File: config.mk
export PLATFORM = sky130hd
export DESIGN_NAME = eth_arp_frame_tx
export DESIGN_NICKNAME = d
export VERILOG_FILES = /design/src/rtl/eth_pkg.sv /design/src/rtl/eth_crc32_byte.sv /design/src/rtl/eth_arp_frame_tx.sv
export SDC_FILE = /design/constraint.sdc
export NUM_CORES = 1
export LEC_CHECK = 0
export CORE_UTILIZATION = 51
export DETAILED_ROUTE_END_ITERATION = 16
export HOLD_SLACK_MARGIN = 0.12
export PLACE_DENSITY = 0.82
export SLEW_MARGIN = 10
export SYNTH_ARGS = -nofsm -noshare
export SYNTH_HDL_FRONTEND = slang
export SYNTH_SLANG_ARGS = --single-unit
File: constraint.sdc
create_clock -name clk -period 6.46 [get_ports clk]
set_clock_uncertainty 0.1 [all_clocks]
set_input_delay 1.615 -clock clk [delete_from_list [all_inputs] [get_ports clk]]
set_output_delay 1.615 -clock clk [all_outputs]
set_load 0.01 [all_outputs]
File: src/rtl/eth_pkg.sv
`default_nettype none
// +----------------------------------------------------------------------------+
// | Module      : eth_pkg                                                      |
// | Description : Shared Ethernet/ARP constants, FSM states and the ARP body   |
// |               byte map used by the frame generator.                        |
// | Revision    : 1.0 - initial release                                        |
// +----------------------------------------------------------------------------+
package eth_pkg;

    localparam logic [15:0] ETH_TYPE_ARP = 16'h0806;
    localparam logic [15:0] ARP_HTYPE    = 16'h0001;
    localparam logic [15:0] ARP_PTYPE    = 16'h0800;
    localparam logic [7:0]  HLEN         = 8'h06;
    localparam logic [7:0]  PLEN         = 8'h04;
    localparam logic [7:0]  PRE_BYTE     = 8'h55;
    localparam logic [7:0]  SFD_BYTE     = 8'hD5;
    localparam logic [31:0] CRC_POLY     = 32'hEDB88320;
    localparam logic [31:0] CRC_INIT     = 32'hFFFFFFFF;
    localparam logic [31:0] CRC_RESIDUE  = 32'hC704DD7B;

    localparam int BODY_BYTES = 60;
    localparam int FCS_BYTES  = 4;

    localparam int         ST_W    = 3;
    localparam logic [2:0] ST_IDLE = 3'd0;
    localparam logic [2:0] ST_PRE  = 3'd1;
    localparam logic [2:0] ST_SFD  = 3'd2;
    localparam logic [2:0] ST_BODY = 3'd3;
    localparam logic [2:0] ST_FCS  = 3'd4;
    localparam logic [2:0] ST_IFG  = 3'd5;

    // Byte idx (0..59) of the Ethernet header + ARP payload + pad.
    function automatic logic [7:0] arp_body_byte(
        input logic [5:0]  idx,
        input logic        op_reply,
        input logic [47:0] src_mac,
        input logic [31:0] src_ip,
        input logic [47:0] dst_mac,
        input logic [31:0] dst_ip
    );
        logic [7:0] b;
        int         i;
        i = int'(idx);
        b = 8'h00;
        if (i < 6) begin
            b = op_reply ? dst_mac[8*(5-i) +: 8] : 8'hFF;
        end else if (i < 12) begin
            b = src_mac[8*(11-i) +: 8];
        end else if (i < 22) begin
            case (i)
                12:      b = ETH_TYPE_ARP[15:8];
                13:      b = ETH_TYPE_ARP[7:0];
                14:      b = ARP_HTYPE[15:8];
                15:      b = ARP_HTYPE[7:0];
                16:      b = ARP_PTYPE[15:8];
                17:      b = ARP_PTYPE[7:0];
                18:      b = HLEN;
                19:      b = PLEN;
                21:      b = op_reply ? 8'h02 : 8'h01;
                default: b = 8'h00;
            endcase
        end else if (i < 28) begin
            b = src_mac[8*(27-i) +: 8];
        end else if (i < 32) begin
            b = src_ip[8*(31-i) +: 8];
        end else if (i < 38) begin
            b = op_reply ? dst_mac[8*(37-i) +: 8] : 8'h00;
        end else if (i < 42) begin
            b = dst_ip[8*(41-i) +: 8];
        end
        return b;
    endfunction

endpackage
`default_nettype wire

File: src/rtl/eth_crc32_byte.sv
`default_nettype none
// +----------------------------------------------------------------------------+
// | Module      : eth_crc32_byte                                               |
// | Description : Combinational reflected CRC-32 advance by one byte.          |
// | Revision    : 1.0 - initial release                                        |
// +----------------------------------------------------------------------------+
module eth_crc32_byte
    import eth_pkg::*;
(
    input  logic [31:0] crc_in,
    input  logic [7:0]  data,
    output logic [31:0] crc_out
);

    logic [31:0] w_crc;

    always_comb begin
        w_crc = crc_in ^ {24'h000000, data};
        for (int b = 0; b < 8; b++) begin
            w_crc = w_crc[0] ? ((w_crc >> 1) ^ CRC_POLY) : (w_crc >> 1);
        end
        crc_out = w_crc;
    end

endmodule
`default_nettype wire

File: src/rtl/eth_arp_frame_tx.sv
`default_nettype none
// +----------------------------------------------------------------------------+
// | Module      : eth_arp_frame_tx                                             |
// | Description : ARP request/reply frame generator for the MII/GMII TX path,  |
// |               with on-the-fly FCS and optional self-timed repeat.          |
// | Revision    : 1.0 - initial release                                        |
// +----------------------------------------------------------------------------+
module eth_arp_frame_tx
    import eth_pkg::*;
#(
    parameter int DATA_W      = 4,
    parameter int PRE_BYTES   = 7,
    parameter int IFG_BYTES   = 12,
    parameter int AUTO_PERIOD = 0
) (
    input  logic              clk,
    input  logic              rst_n,
    input  logic              start,
    input  logic              op_reply,
    input  logic [47:0]       src_mac,
    input  logic [31:0]       src_ip,
    input  logic [47:0]       dst_mac,
    input  logic [31:0]       dst_ip,
    output logic              busy,
    output logic              done,
    output logic              tx_en,
    output logic              tx_er,
    output logic [DATA_W-1:0] txd
);

    localparam int          c_BPB       = 8 / DATA_W;
    localparam logic [0:0]  c_LAST_BEAT = 1'(c_BPB - 1);
    localparam logic [15:0] c_PRE_LAST  = 16'(PRE_BYTES - 1);
    localparam logic [15:0] c_BODY_LAST = 16'(BODY_BYTES - 1);
    localparam logic [15:0] c_FCS_LAST  = 16'(FCS_BYTES - 1);
    localparam logic [15:0] c_IFG_LAST  = 16'(IFG_BYTES - 1);

    if ((DATA_W != 4) && (DATA_W != 8)) begin : g_bad_data_w
        $error("eth_arp_frame_tx: DATA_W must be 4 or 8");
    end
    if ((PRE_BYTES < 1) || (IFG_BYTES < 1)) begin : g_bad_len
        $error("eth_arp_frame_tx: PRE_BYTES and IFG_BYTES must be at least 1");
    end

    logic [ST_W-1:0]   r_state;
    logic [15:0]       r_idx;
    logic [0:0]        r_beat;
    logic [31:0]       r_crc;
    logic              r_op;
    logic [47:0]       r_src_mac;
    logic [31:0]       r_src_ip;
    logic [47:0]       r_dst_mac;
    logic [31:0]       r_dst_ip;
    logic              r_busy;
    logic              r_done;
    logic              r_tx_en;
    logic [DATA_W-1:0] r_txd;

    logic              w_expire;
    logic              w_pending;
    logic              w_accept;
    logic [ST_W-1:0]   w_nxt_state;
    logic [15:0]       w_nxt_idx;
    logic [0:0]        w_nxt_beat;
    logic [7:0]        w_body_byte;
    logic [31:0]       w_fcs;
    logic [7:0]        w_nxt_byte;
    logic              w_nxt_en;
    logic [DATA_W-1:0] w_nxt_txd;
    logic [31:0]       w_crc_nxt;

    assign w_accept = (r_state == ST_IDLE) && (start || w_expire || w_pending);

    // Period counter restarts at every frame start; an expiry during a frame
    // is remembered so the next frame leaves as soon as IDLE is reached.
    if (AUTO_PERIOD > 0) begin : g_auto
        localparam int c_PER_W = ($clog2(AUTO_PERIOD) > 0) ? $clog2(AUTO_PERIOD) : 1;
        localparam logic [c_PER_W-1:0] c_PER_LAST = c_PER_W'(AUTO_PERIOD - 1);

        logic [c_PER_W-1:0] r_period;
        logic               r_pending;

        always_ff @(posedge clk or negedge rst_n) begin
            if (!rst_n) begin
                r_period  <= '0;
                r_pending <= 1'b0;
            end else begin
                if (w_accept || w_expire) begin
                    r_period <= '0;
                end else begin
                    r_period <= r_period + 1'b1;
                end
                if (w_accept) begin
                    r_pending <= 1'b0;
                end else if (w_expire) begin
                    r_pending <= 1'b1;
                end
            end
        end

        assign w_expire  = (r_period == c_PER_LAST);
        assign w_pending = r_pending;
    end else begin : g_no_auto
        assign w_expire  = 1'b0;
        assign w_pending = 1'b0;
    end

    always_comb begin
        w_nxt_state = r_state;
        w_nxt_idx   = r_idx;
        w_nxt_beat  = r_beat;
        if (r_state == ST_IDLE) begin
            if (w_accept) begin
                w_nxt_state = ST_PRE;
                w_nxt_idx   = '0;
                w_nxt_beat  = '0;
            end
        end else if (r_beat != c_LAST_BEAT) begin
            w_nxt_beat = r_beat + 1'b1;
        end else begin
            w_nxt_beat = '0;
            w_nxt_idx  = r_idx + 1'b1;
            case (r_state)
                ST_PRE: begin
                    if (r_idx == c_PRE_LAST) begin
                        w_nxt_state = ST_SFD;
                        w_nxt_idx   = '0;
                    end
                end
                ST_SFD: begin
                    w_nxt_state = ST_BODY;
                    w_nxt_idx   = '0;
                end
                ST_BODY: begin
                    if (r_idx == c_BODY_LAST) begin
                        w_nxt_state = ST_FCS;
                        w_nxt_idx   = '0;
                    end
                end
                ST_FCS: begin
                    if (r_idx == c_FCS_LAST) begin
                        w_nxt_state = ST_IFG;
                        w_nxt_idx   = '0;
                    end
                end
                ST_IFG: begin
                    if (r_idx == c_IFG_LAST) begin
                        w_nxt_state = ST_IDLE;
                        w_nxt_idx   = '0;
                    end
                end
                default: begin
                    w_nxt_state = ST_IDLE;
                    w_nxt_idx   = '0;
                end
            endcase
        end
    end

    assign w_body_byte = arp_body_byte(w_nxt_idx[5:0], r_op, r_src_mac, r_src_ip,
                                       r_dst_mac, r_dst_ip);
    assign w_fcs       = ~r_crc;

    // The CRC absorbs each body byte as its first beat goes out, so the
    // register already holds the final value when the FCS starts.
    eth_crc32_byte u_crc (
        .crc_in  (r_crc),
        .data    (w_body_byte),
        .crc_out (w_crc_nxt)
    );

    always_comb begin
        w_nxt_byte = 8'h00;
        case (w_nxt_state)
            ST_PRE:  w_nxt_byte = PRE_BYTE;
            ST_SFD:  w_nxt_byte = SFD_BYTE;
            ST_BODY: w_nxt_byte = w_body_byte;
            ST_FCS:  w_nxt_byte = w_fcs[8*w_nxt_idx[1:0] +: 8];
            default: w_nxt_byte = 8'h00;
        endcase
    end

    assign w_nxt_en  = (w_nxt_state == ST_PRE) || (w_nxt_state == ST_SFD) ||
                       (w_nxt_state == ST_BODY) || (w_nxt_state == ST_FCS);
    assign w_nxt_txd = DATA_W'(w_nxt_byte >> (DATA_W * int'(w_nxt_beat)));

    always_ff @(posedge clk or negedge rst_n) begin
        if (!rst_n) begin
            r_state   <= ST_IDLE;
            r_idx     <= '0;
            r_beat    <= '0;
            r_crc     <= CRC_INIT;
            r_op      <= 1'b0;
            r_src_mac <= '0;
            r_src_ip  <= '0;
            r_dst_mac <= '0;
            r_dst_ip  <= '0;
            r_busy    <= 1'b0;
            r_done    <= 1'b0;
            r_tx_en   <= 1'b0;
            r_txd     <= '0;
        end else begin
            r_state <= w_nxt_state;
            r_idx   <= w_nxt_idx;
            r_beat  <= w_nxt_beat;
            r_tx_en <= w_nxt_en;
            r_txd   <= w_nxt_en ? w_nxt_txd : '0;
            r_busy  <= (w_nxt_state != ST_IDLE);
            r_done  <= (w_nxt_state == ST_IFG) && (w_nxt_idx == c_IFG_LAST) &&
                       (w_nxt_beat == c_LAST_BEAT);
            if (w_accept) begin
                r_op      <= op_reply;
                r_src_mac <= src_mac;
                r_src_ip  <= src_ip;
                r_dst_mac <= dst_mac;
                r_dst_ip  <= dst_ip;
                r_crc     <= CRC_INIT;
            end else if ((w_nxt_state == ST_BODY) && (w_nxt_beat == '0)) begin
                r_crc <= w_crc_nxt;
            end
        end
    end

    assign busy  = r_busy;
    assign done  = r_done;
    assign tx_en = r_tx_en;
    assign tx_er = 1'b0;
    assign txd   = r_txd;

endmodule
`default_nettype wire

==> results_dict.tcl, run 1 <==
set metrics [dict create \
    status "finished, final reports clean" \
    cts_root_buf "clkbuf_16" \
    place_congestion 1.08 \
    syn_to_final_growth_pct 26.8 \
    yosysTopAreaCell "dfrtp_1" \
    cts_tree "done" \
    final_common_cell "nand2_1" \
    crit_fanout 7 \
    ys_warn_count 0 \
    rsz0062_at_grt "no" \
    clockBufferDepth 3 \
    regArea_um2 5550 \
    drv_cap 0 \
    n_fill_cell 1944 \
    leakage_nw 7.72 \
    p_per_area_nw_per_um2 209 \
    path_cells "clkdlybuf4s50_1, or4b_4, and3_1, or2_0, inv_1, ha_1, buf_4, a21oi_1, nor2_1, a211o_1, a21oi_1, o41ai_1, nand3b_1, o211a_1, or4_1, buf_4, xor2_2, xnor3_1, a21oi_1" \
    hold_viol_final 0 \
    setup.worst_path.end "r_crc[5]" \
    drcViolationCount 0 \
    layout_common_cells "577 x nand2_1, 188 x dfrtp_1, 169 x clkdlybuf4s50_1" \
    r2r_start "r_idx[1]" \
    multi_input_area_um2 6960 \
    worst_pin_slew_ns 1.02 \
    vias_per_cell 5.97 \
    period_share_pct 96.9 \
    grt_max_degree 131 \
    worst_hold_path_type "reg2reg" \
    crit_path_frequent_cell "a21oi_1" \
    portBuffers 170 \
    synth_top_area_share_pct 36.3 \
    rr_worst_depth 20 \
    synth-main-ff-cell "dfrtp_1" \
    ys_top_cells_by_area "dfrtp_1 36%, nand2_1 17%, dfstp_2 6.5%" \
    max-vdd-ir-drop_mv 0.165 \
    dr.pass1.iters 6 \
    fin_nets 1933 \
    wl_per_cell_um 20.0 \
    period_minus_slack_ns 6.26 \
    die_h_um 161 \
    timing.rr.end "r_crc[5]" \
    overflow 0 \
    synth_nets 1727 \
    seqPwrFrac_pct 43.5 \
    reg2reg_slack_ns 0.38 \
    post-route-util_pct 66.8 \
    antenna_found_initial 0 \
    pwr-share-comb_pct 12.8 \
    drive_above_1_share_pct 13.3 \
    grt_pass1_vias 12300 \
    std_cell_rows 57 \
    grt_pass1_wl_um 66900 \
    synth_cell_types 105 \
    relSlewSlack_pct 31.2 \
    hold_depth 2 \
    crit_type "in2reg" \
    syn_area_um2 13000 \
    cts-buffers-inserted 25 \
    die-area_um2 26000 \
    drv_slew 0 \
    seq_area_frac_synth_pct 42.8 \
    slowest_delay_ns 0.60 \
    p_switching_uw 823 \
    async_flop_share_pct 100 \
    antenna_cells 0 \
    die_x_um 161 \
    avgSynthCellArea_um2 8.34 \
    swShare_pct 23.9 \
    grt_use_total_pct 32.6 \
    synthCells 1554 \
    ioPinCount 172 \
    finalSetupViolCount 0 \
    core_um2 24600 \
    fmax_ghz 0.160 \
    post_cts_buffers 0 \
    synth_edf_count 0 \
    clock_sinks 220 \
    htree_levels 1 \
    path_clk_slew_ns 0.06 \
    vias 12600 \
    dpl_cell_area_um2 15500 \
    postLayoutCellArea_um2 16400 \
    initial_core_util_pct 52.7 \
    crit_slowest_cell "or4_1" \
    internal_power_mw 2.61 \
    hold_buffers 0 \
    hpwl_um 30200 \
    dr.first_iter.drc_count 1386 \
    worst_setup_path_end_kind "flip-flop" \
    ys_seq_elements 220 \
    crit_path_start "start" \
    critical_path_required_ns 6.82 \
    arrival_ns 6.61 \
    drtAntennaViolNets 0 \
    critical_path.startpoint_type "primary input" \
    clockPowerShare_pct 43.8 \
    routed_wirelength_um 42100 \
    clk_latency_ns 0.54 \
]
==> metal layers <==
layer  GRT usage [%]  routed length, um  vias up
li1                -                  -     5759
met1            46.3              18100     6064
met2            51.6              19400      641
met3            4.44               3360       88
met4            10.7               1190        0
met5               0                  0        -
==> stage by stage <==
| step | worst slack (ns) | hold WS [ns] | TNS, ns | instances | power [mW] |
|---|---|---|---|---|---|
| floorplan | 0.0714 | 0.337 | 0 | 1554 | 1.73 |
| global placement | -0.0531 | 0.351 | -0.109 | 2057 | 1.94 |
| detailed placement | -0.193 | 0.354 | -1.18 | 2057 | 1.95 |
| CTS | 0.274 | 0.369 | 0 | 2103 | 3.45 |
| global route | 0.0274 | 0.388 | 0 | 2103 | 3.55 |
| finish | 0.203 | 0.368 | 0 | 2103 | 3.44 |
==> critical path: cells and delay by family <==
family,cells,cell delay (ns)
and+or+nand+nor,6,1.94
AOI/OAI and AO/OA,6,1.11
buffers and inverters,4,1.01
xor gates and xnor gates,2,0.67
adders and majority gates,1,0.26
==> cell families (layout without fill, tap and decap cells) <==
group | count (synthesis) | count (layout) | share of synthesized area (%)
buffers and inverters | 117 | 342 | 3.67
other | 1 | 1 | 0.0289
adder cells (fa/ha/maj) | 9 | 9 | 0.869
AO/OA/AOI/OAI | 324 | 324 | 17.4
AND/OR/NAND/NOR | 796 | 796 | 26.8
XOR/XNOR | 68 | 68 | 6.91
flip-flops | 220 | 220 | 42.8
multiplexers | 19 | 19 | 1.59
==> state kept, by name, summed over array words and instances (netlist names) <==
signal	flops
tx_en	1
r_src_mac	48
r_state	3
r_op	1
r_dst_mac	48
r_dst_ip	32
done	1
busy	1
r_idx	16
txd	4
r_src_ip	32
r_beat	1
r_crc	32
==> power by group through the flow <==
stage               Sequential (mW)  Clock [mW]  Combinational, mW
floorplan                      1.50           0              0.229
global placement               1.51           0              0.428
detailed placement             1.51           0              0.436
CTS                            1.49        1.52              0.440
global route                   1.50        1.57              0.478
finish                         1.49        1.50              0.439
==> how the worst min path moves through the flow <==
stage / to / from
2_1_floorplan: r_dst_ip[10] / r_dst_ip[10]
3_3_place_gp: r_src_ip[11] / r_src_ip[11]
3_5_place_dp: r_src_ip[27] / r_src_ip[27]
4_1_cts: r_src_ip[27] / r_src_ip[27]
5_1_grt: r_dst_mac[33] / r_dst_mac[33]
6_report: r_src_ip[11] / r_src_ip[11]
==> final cells by class <==
cell class              instances  share of cell area (%)
clock buffers                  34                    4.38
clock inverters                12                   0.952
inverters                      19                   0.434
multi-input cells            1217                    42.4
flip-flops and latches        220                    33.8
well taps                     324                    2.47
repair buffers                277                    15.7
==> synthesized netlist by cell type (10+ instances only) <==
library cell and instances:
xnor3_1 12, a21o_1 10, nor3_1 30, o21ai_0 75, mux2i_1 15, nor2_1 30
buf_2 20, a31oi_1 21, xor2_1 20, nand2_1 577, and3_1 42, a21oi_1 68
nand3_1 53, inv_1 13, o211ai_1 16, clkbuf_1 70, dfstp_2 32, a211oi_1 24
nand4_1 12, dfrtp_1 188, xnor2_1 25
==> timing repair <==
action	CTS	global route
endpoints found under the setup margin	0	3
endpoints found under the hold margin	0	0
gates resized for setup	0	1
Note: power is estimated with default switching activity, not from simulation.
==> run 2, diff against run 1 <==
Settings changed: RECOVER_POWER set to 25.
==> run 2 against run 1 <==
  * The flow now finishes with violations (max-capacitance violations, max-slew violations)
  * Worst hold slack better by 0.00056 ns
  * Worst setup slack about the same
  * Die area unchanged
  * Via count about the same
  * First-iteration DRC count unchanged
  * Sequential share of layout area about the same
  * Count of clock-buffer cells in the layout unchanged
  * Non-clock buffer count unchanged
  * Power about the same
  * Combinational power about the same
==> results_dict.tcl, run 2 (synthesis results as in run 1) <==
set metrics [dict create \
    status "complete, but fails checks" \
    violations "max-capacitance violations, max-slew violations" \
    multi_input_area_um2 6960 \
    wl_per_cell_um 20.0 \
    worst_pin_slew_ns 4.04 \
    worst_setup_path_end_kind "flip-flop" \
    critical_path_required_ns 6.82 \
    finalPower_mw 3.44 \
    ioPinCount 172 \
    initial_core_util_pct 52.7 \
    post_cts_buffers 0 \
    worst_hold_path_type "reg2reg" \
    hold_buffers 0 \
    place_congestion 1.08 \
    period_minus_slack_ns 6.26 \
    finalSetupTns_ns 0 \
    cts_root_buf "clkbuf_16" \
    arrival_ns 6.61 \
    holdWs_ns 0.369 \
    grt_max_degree 131 \
    clock_sinks 220 \
    clk_latency_ns 0.53 \
    vias 12600 \
    period_share_pct 96.9 \
    layout_common_cells "577 x nand2_1, 188 x dfrtp_1, 169 x clkdlybuf4s50_1" \
    cts-buffers-inserted 25 \
    crit_fanout 7 \
    routed_wirelength_um 42100 \
    dr.pass1.iters 6 \
    hold_viol_final 0 \
    htree_levels 1 \
    critical_path.startpoint_type "primary input" \
    cts_resized 0 \
    crit_type "in2reg" \
    hpwl_um 30200 \
    overflow 0 \
    drive_above_1_share_pct 13.2 \
    syn_to_final_growth_pct 26.8 \
    reg_top3 "r_dst_mac: 48 flops, r_src_mac: 48 flops" \
    final_common_cell "nand2_1" \
    p_per_area_nw_per_um2 209 \
    std_cell_rows 57 \
    fmax_ghz 0.160 \
    grt_pass1_vias 12300 \
    antenna_cells 0 \
    hold_depth 2 \
    portBuffers 170 \
    die_h_um 161 \
    drv_slew 91 \
    grt_pass1_wl_um 66900 \
    path_clk_slew_ns 0.06 \
    die-area_um2 26000 \
    antenna_found_initial 0 \
    grt_use_total_pct 32.6 \
    max-vdd-ir-drop_mv 0.165 \
    core_um2 24600 \
    drtAntennaViolNets 0 \
    finalSetupViolCount 0 \
    relSlewSlack_pct -170 \
    dr.first_iter.drc_count 1386 \
    n_fill_cell 1945 \
    drcViolationCount 0 \
    fin_nets 1933 \
    regArea_um2 5550 \
    rr_worst_depth 20 \
    cts_tree "done" \
    rsz0062_at_grt "no" \
    postLayoutCellArea_um2 16400 \
    die_x_um 161 \
    dpl_cell_area_um2 15500 \
    leakage_nw 7.72 \
    vias_per_cell 5.97 \
    drv_cap 1 \
    clockBufferDepth 3 \
]
run 2: cell types whose count changed in the layout (fill, tap and decap cells not counted), sizes merged:
cell / delta
clkbuf: -1
dlymetal6s4s: +1
run 2: stage by stage:
step | cells | util [%] | worst slack, ns
floorplan | 1554 | - | 0.0714
global placement | 2057 | 63.2 | -0.0531
detailed placement | 2057 | 63.2 | -0.193
CTS | 2103 | 66.7 | 0.274
global route | 2103 | 66.8 | 0.0274
finish | 2103 | 66.8 | 0.203
run 2: worst paths after layout:
path                              startpoint  slack, ns            end
worst max-delay path                   start       0.20       r_crc[5]
worst min-delay path            r_src_ip[11]       0.37   r_src_ip[11]
worst max register to register      r_idx[1]       0.38       r_crc[5]
worst min register to register  r_src_ip[11]       0.37   r_src_ip[11]
max in group asynchronous              rst_n       1.42  r_dst_mac[24]
min in group asynchronous              rst_n       2.50  r_src_mac[16]
run 2: area by class of cell:
cell class	count	share of cell area, %
Inverter	19	0.434
Multi-Input combinational cell	1217	42.4
Clock inverter	12	0.952
Timing Repair Buffer	277	15.6
Sequential cell	220	33.8
Clock buffer	34	4.38
Tap cell	324	2.47
run 2: report_power, final:
part	switching, mW	leakage, nW	internal (mW)
logic	0.178	4.61	0.260
registers	0.0450	2.69	1.45
clock network	0.600	0.424	0.905
total	0.823	7.72	2.61
run 2: worst max-delay path, stage by stage:
cell,delay (ns)
clkdlybuf4s50_1,0.52
or4b_4,0.53
and3_1,0.22
or2_0,0.25
inv_1,0.11
ha_1,0.26
buf_4,0.16
a21oi_1,0.05
nor2_1,0.18
a211o_1,0.16
a21oi_1,0.09
o41ai_1,0.44
nand3b_1,0.16
o211a_1,0.22
or4_1,0.60
buf_4,0.22
xor2_2,0.29
xnor3_1,0.38
a21oi_1,0.15
run 2: routing by layer:
metal | up-vias | part of all wire (%) | track usage (%)
met5 | - | 0 | 0
li1 | 5759 | - | -
met2 | 656 | 46 | 51.6
met4 | 0 | 2.8 | 10.7
met1 | 6047 | 43 | 46.3
met3 | 88 | 8.0 | 4.44
